**config.mk**
```make
export PLATFORM = sky130hd
export DESIGN_NAME = ov7670_pattern_tx
export DESIGN_NICKNAME = d
export VERILOG_FILES = /design/src/rtl/ov7670_pattern_tx.sv
export SDC_FILE = /design/constraint.sdc
export NUM_CORES = 1
export LEC_CHECK = 0
export ABC_AREA = 1
export BUFFER_PORTS_ARGS = -buffer_cell sky130_fd_sc_hd__buf_2
export CORE_ASPECT_RATIO = 1.1
export CORE_MARGIN = 5
export CORE_UTILIZATION = 50
export DETAILED_ROUTE_END_ITERATION = 10
export HOLD_SLACK_MARGIN = 0.03
export PLACE_DENSITY = 0.71
export RECOVER_POWER = 100
export SYNTH_ARGS = -nofsm -noshare
export SYNTH_HDL_FRONTEND = slang
export SYNTH_SLANG_ARGS = --single-unit
```
**constraint.sdc**
```tcl
create_clock -name clk_i -period 1.5 [get_ports clk_i]
set_input_delay 0.15 -clock clk_i [delete_from_list [all_inputs] [get_ports clk_i]]
set_output_delay 0.15 -clock clk_i [all_outputs]
set_load 0.05 [all_outputs]
```
**src/rtl/ov7670_pattern_tx.sv**
```systemverilog
// ov7670_pattern_tx: emulates an OV7670 RGB444 camera (PCLK/VSYNC/HREF/D[7:0]) from internal test patterns.
// Latency: IDLE->VSYNC one clk after enable_i; first byte (VSYNC high) on the PCLK fall two clks later.
// Backpressure: none, free-running source; define OV7670_TX_BYTE_SWAP_EN to send {G,B} before {0,R}.
module ov7670_pattern_tx #(
    parameter int ACTIVE_COLUMNS = 640,
    parameter int ACTIVE_ROWS    = 480,
    parameter int HBLANK_PCLKS   = 144,
    parameter int VSYNC_LINES    = 3,
    parameter int VBACK_LINES    = 17,
    parameter int VFRONT_LINES   = 10
) (
    input  logic        clk_i,
    input  logic        reset_n_i,
    input  logic        enable_i,
    input  logic [1:0]  pattern_sel_i,
    input  logic [11:0] solid_rgb_i,
    output logic        pclk_cmos_o,
    output logic        vsync_cmos_o,
    output logic        href_cmos_o,
    output logic [7:0]  pixel_data_cmos_o,
    output logic        frame_done_o
);
    localparam int ACTIVE_BYTES = 2 * ACTIVE_COLUMNS;
    localparam int LINE_PCLKS   = ACTIVE_BYTES + HBLANK_PCLKS;
    localparam int HCW          = $clog2(LINE_PCLKS);
    localparam int XW           = $clog2(ACTIVE_COLUMNS);
    localparam int LCW          = 16;
    localparam int BAR_COLS     = ACTIVE_COLUMNS / 8;

    typedef enum logic [2:0] {
        S_IDLE   = 3'd0,
        S_VSYNC  = 3'd1,
        S_VBACK  = 3'd2,
        S_ACTIVE = 3'd3,
        S_VFRONT = 3'd4
    } state_t;

    state_t          state_q, state_d;
    logic            phase_q, phase_d;
    logic [HCW-1:0]  hcnt_q, hcnt_d;
    logic [LCW-1:0]  lcnt_q, lcnt_d;
    logic [15:0]     frame_cnt_q, frame_cnt_d;
    logic [1:0]      pat_q, pat_d;
    logic [11:0]     solid_q, solid_d;
    logic            vsync_q, vsync_d;
    logic            href_q, href_d;
    logic [7:0]      data_q, data_d;
    logic            done_q, done_d;

    logic [15:0]     px_x;
    logic [15:0]     bar_idx;
    logic [11:0]     rgb;
    logic            in_active;
    logic [7:0]      pix_byte;
    logic [LCW-1:0]  last_line;

    // Colour of the pixel addressed by the current byte position (y is the active line count)
    always_comb begin
        px_x    = 16'(hcnt_q >> 1);
        bar_idx = px_x / 16'(BAR_COLS);
        rgb     = 12'h000;
        case (pat_q)
            2'd0: begin
                case (bar_idx)
                    16'd0:   rgb = 12'hFFF;
                    16'd1:   rgb = 12'hFF0;
                    16'd2:   rgb = 12'h0FF;
                    16'd3:   rgb = 12'h0F0;
                    16'd4:   rgb = 12'hF0F;
                    16'd5:   rgb = 12'hF00;
                    16'd6:   rgb = 12'h00F;
                    default: rgb = 12'h000;
                endcase
            end
            2'd1:    rgb = {3{px_x[XW-1 -: 4]}};
            2'd2:    rgb = solid_q;
            // origin square is white on even frames, black on odd ones
            default: rgb = (px_x[5] ^ lcnt_q[5] ^ frame_cnt_q[0]) ? 12'h000 : 12'hFFF;
        endcase
    end

    // Byte selection within the pixel, active-window decode and per-state line budget
    always_comb begin
        in_active = (state_q == S_ACTIVE) && (hcnt_q < HCW'(ACTIVE_BYTES));
`ifdef OV7670_TX_BYTE_SWAP_EN
        pix_byte  = hcnt_q[0] ? {4'h0, rgb[11:8]} : rgb[7:0];
`else
        pix_byte  = hcnt_q[0] ? rgb[7:0] : {4'h0, rgb[11:8]};
`endif
        case (state_q)
            S_VSYNC:  last_line = LCW'(VSYNC_LINES - 1);
            S_VBACK:  last_line = LCW'(VBACK_LINES - 1);
            S_ACTIVE: last_line = LCW'(ACTIVE_ROWS - 1);
            S_VFRONT: last_line = LCW'(VFRONT_LINES - 1);
            default:  last_line = '0;
        endcase
    end

    // Frame FSM: outputs and position advance only on the PCLK falling edge (phase 1->0)
    always_comb begin
        state_d     = state_q;
        phase_d     = phase_q;
        hcnt_d      = hcnt_q;
        lcnt_d      = lcnt_q;
        frame_cnt_d = frame_cnt_q;
        pat_d       = pat_q;
        solid_d     = solid_q;
        vsync_d     = vsync_q;
        href_d      = href_q;
        data_d      = data_q;
        done_d      = 1'b0;
        if (state_q == S_IDLE) begin
            phase_d = 1'b0;
            hcnt_d  = '0;
            lcnt_d  = '0;
            vsync_d = 1'b0;
            href_d  = 1'b0;
            data_d  = 8'h00;
            if (enable_i) begin
                state_d = S_VSYNC;
                pat_d   = pattern_sel_i;
                solid_d = solid_rgb_i;
            end
        end else begin
            phase_d = ~phase_q;
            if (phase_q) begin
                vsync_d = (state_q == S_VSYNC);
                href_d  = in_active;
                data_d  = in_active ? pix_byte : 8'h00;
                if (hcnt_q == HCW'(LINE_PCLKS - 1)) begin
                    hcnt_d = '0;
                    if (lcnt_q == last_line) begin
                        lcnt_d = '0;
                        case (state_q)
                            S_VSYNC:  state_d = S_VBACK;
                            S_VBACK:  state_d = S_ACTIVE;
                            S_ACTIVE: state_d = S_VFRONT;
                            default: begin
                                done_d      = 1'b1;
                                frame_cnt_d = frame_cnt_q + 16'd1;
                                if (enable_i) begin
                                    state_d = S_VSYNC;
                                    pat_d   = pattern_sel_i;
                                    solid_d = solid_rgb_i;
                                end else begin
                                    state_d = S_IDLE;
                                end
                            end
                        endcase
                    end else begin
                        lcnt_d = lcnt_q + LCW'(1);
                    end
                end else begin
                    hcnt_d = hcnt_q + HCW'(1);
                end
            end
        end
    end

    // State and output registers; reset clears every output immediately
    always_ff @(posedge clk_i or negedge reset_n_i) begin
        if (!reset_n_i) begin
            state_q     <= S_IDLE;
            phase_q     <= 1'b0;
            hcnt_q      <= '0;
            lcnt_q      <= '0;
            frame_cnt_q <= 16'd0;
            pat_q       <= 2'd0;
            solid_q     <= 12'h000;
            vsync_q     <= 1'b0;
            href_q      <= 1'b0;
            data_q      <= 8'h00;
            done_q      <= 1'b0;
        end else begin
            state_q     <= state_d;
            phase_q     <= phase_d;
            hcnt_q      <= hcnt_d;
            lcnt_q      <= lcnt_d;
            frame_cnt_q <= frame_cnt_d;
            pat_q       <= pat_d;
            solid_q     <= solid_d;
            vsync_q     <= vsync_d;
            href_q      <= href_d;
            data_q      <= data_d;
            done_q      <= done_d;
        end
    end

    assign pclk_cmos_o       = phase_q;
    assign vsync_cmos_o      = vsync_q;
    assign href_cmos_o       = href_q;
    assign pixel_data_cmos_o = data_q;
    assign frame_done_o      = done_q;

endmodule
```
==> impl_results.md <==
* Xor/xnor cell area share of the yosys netlist at 0.0286
* Synth Area in Simple Gates at 0.316
* Final TNS setup at -13.11 ns
* Core footprint at 6560 sq um
* Nets@finish at 615
* RSZ-0062 raised after global routing: true
* Max Cap Viol at 0
* Leak Pwr at 2.66 nW
* H-Tree Level Count at 3
* Inst Count DP at 634
* IO Pins at 29
* Clk slew on worst S/H paths at 0.07 ns
* Height of the die at 96.1 um
* First-pass GRT wire length at 16.9 mm
* Wire length per cell at 17.5 um
* Synth Area in Adders at 0.00743
* Die W at 88.2 um
* Crit path time final at 1.87 ns
* Slew @ Worst Pin at 0.609 ns
* Die area at 8480 sq um
* Sequential share of the synthesized area at 0.424
* Worst EP required at 1.74 ns
* Number of max-slew violations in the final report at 0
* Worst-path maximum fanout at 7
* Number of global-route vias before repair at 3641
* Setup violators final at 54
* Post-route ant nets at 0
* Status: finished with violations
* Top FF cell, synth: dfrtp_1
* Mean Syn Cell Area at 7.34 sq um
* Max Fclk at 0.534 GHz
* Iter 0 DRT Violations at 410
* #FFs+latches synth at 57
* Largest family of logic cells by synthesized area: simple AND/OR/NAND/NOR gates
* Ys Warns at 0
* IR drop worst, VDD at 0.509 mV
* # diodes at 0
* Syn Nets at 478
* Setup Skew at 0.0102 ns
* Hold WC Path Type: in2reg
* DR pass1 iterations at 5
* CP Data Arrival Time at 2.11 ns
* Final hold vios at 0
* Post-synthesis compound-gate area fraction at 0.123
* Rel. slew slack at 0.595
* Pre-CTS setup slack at -0.243 ns
* R2R Setup Slk at -0.37 ns
* Synth-to-Final Area Change at 56.9%
* Synth area leader: dfrtp_1
* Number of distinct library cells after synthesis at 35
* Non-Filler Instances at 683
* RePlAce Congestion at 0.897
* CTS tree: yes
* Top-count cell post-synth: nand2_1
* All-Layer GR Usage at 0.259
* Overall power at 3.29 mW
* CTS sink count at 57
* Final Util at 0.806
* Synth async-reset ratio at 1.00
* Ranking of synthesized cells by area: dfrtp_1, nand2_1, inv_1
* Num CTS Buffers at 9
* DP HPWL at 6.60 mm
* Initial Util at 0.514
* Commonest cells post-synth: nand2_1, inv_1, dfrtp_1
* Total number of vias at 3876
* Startpoint Class: flip-flop
* Post-route setup slack at -0.373 ns
* P per Cell Area at 623 nW/um^2
* Fill cells at 397
* Later-pin clock latency in the skew report at 0.35 ns
* Final global-route overflow total at 0
* Layout cells sized above 1 at 0.484
* DRC at 0
* Initial antenna violation count at 0
* Syn Inst Count at 459
* Failing checks: setup timing
* Synthesized area at 3370 sq um
* Crit path kind: reg2reg
* CTS Buffer Depth at 2
* Post-synth top area share at 0.424
* Row count at 31
* Drt total wl at 12.0 mm
* Port Buf Inserts at 28
* CTS root buf: clkbuf_8
* Post-synth EDFFs at 0
* Fin crit share at 1.25
* Mux contribution to synthesized area at 0
* Vias/cell at 5.67
* Largest net degree at the start of global routing at 29
* CP Capture Type: flip-flop
power by group:
part	switching, mW	leakage (nW)	internal (mW)
registers	0	0.768	1.54
logic	0.0491	1.77	0.0230
clock network	0.663	0.115	1.02
total	0.712	2.66	2.58
registers in the layout (all words and copies together), names as in the netlist, 2 cells and up:
name and count:
hcnt_q 11, lcnt_q 16, state_q 3, pixel_data_cmos_o 8, pat_q 2, solid_q 12
logic make-up after synthesis:
family	count (synthesis)
AO/OA/AOI/OAI	64
XOR/XNOR	11
adder cells (fa/ha/maj)	2
buffers and inverters	85
flip-flops	57
AND/OR/NAND/NOR	240
critical path, stage by stage, from the launching register on:
cell	delay (ns)
dfrtp_2	0.47
inv_2	0.09
nand3_1	0.15
a21oi_2	0.21
o21ai_2	0.11
o21ai_4	0.22
nand3_4	0.18
clkbuf_16	0.22
nand2_2	0.06
o21ai_2	0.05
metrics by stage:
step	hold WS (ns)	instance area (sq um)
after floorplan	-0.146	3420
after global placement	0.151	4200
after detailed placement	0.155	4200
after CTS	0.0332	4830
after global routing	0.0386	5280
final	0.0386	5280
routing by layer:
metal	vias up	track usage	part of all wire
li1	1741	-	-
met5	-	0	0
met1	1839	0.312	0.39
met2	226	0.451	0.50
met3	70	0.0402	0.069
met4	0	0.123	0.048
layout by cell type, fill, tap and decap left out, types with 3 or more instances in the layout:
master	n
nand2_4	7
nand3_4	6
nand4_1	6
nor3_2	5
nand3_2	16
buf_6	17
clkbuf_8	11
o21ai_0	11
a21oi_2	3
buf_12	4
nand3_1	22
nor2_2	11
nand2_2	30
o21ai_2	21
nor2_1	26
inv_2	16
o21ai_1	9
a21oi_1	7
dfrtp_2	7
xor2_1	8
buf_4	81
inv_1	56
o22ai_2	3
a22o_1	4
clkbuf_2	4
nor2_4	9
dfrtp_1	50
clkbuf_1	11
nand2_1	88
nor3_4	5
buf_2	15
area by class of cell:
class | count | area (sq um) | area share
Sequential cell | 57 | 1440 | 0.272
Clock inverter | 5 | 77.6 | 0.0147
Multi-Input combinational cell | 317 | 2120 | 0.402
Tap cell | 82 | 103 | 0.0194
Timing Repair Buffer | 137 | 1100 | 0.208
Inverter | 74 | 293 | 0.0554
Clock buffer | 11 | 151 | 0.0287
path summary, 6_finish.rpt:
kind / start / to / cells after the start
setup reg to reg: state_q[1] / solid_q[3] / 9
min in group asynchronous: reset_n_i / vsync_cmos_o / 2
hold reg to reg: solid_q[4] / solid_q[4] / 2
setup / recovery: state_q[1] / solid_q[3] / 9
hold / removal: solid_rgb_i[10] / solid_q[10] / 3
max in group asynchronous: reset_n_i / hcnt_q[10] / 3
repair_timing:
item,CTS,global route
cloned,0,2
pin swaps,27,48
hold endpoints to repair,18,0
setup buffers,19,14
gates resized for setup,78,89
endpoints found under the setup margin,54,54
hold buffers,2,0
Note: power is estimated with default switching activity, not from simulation.
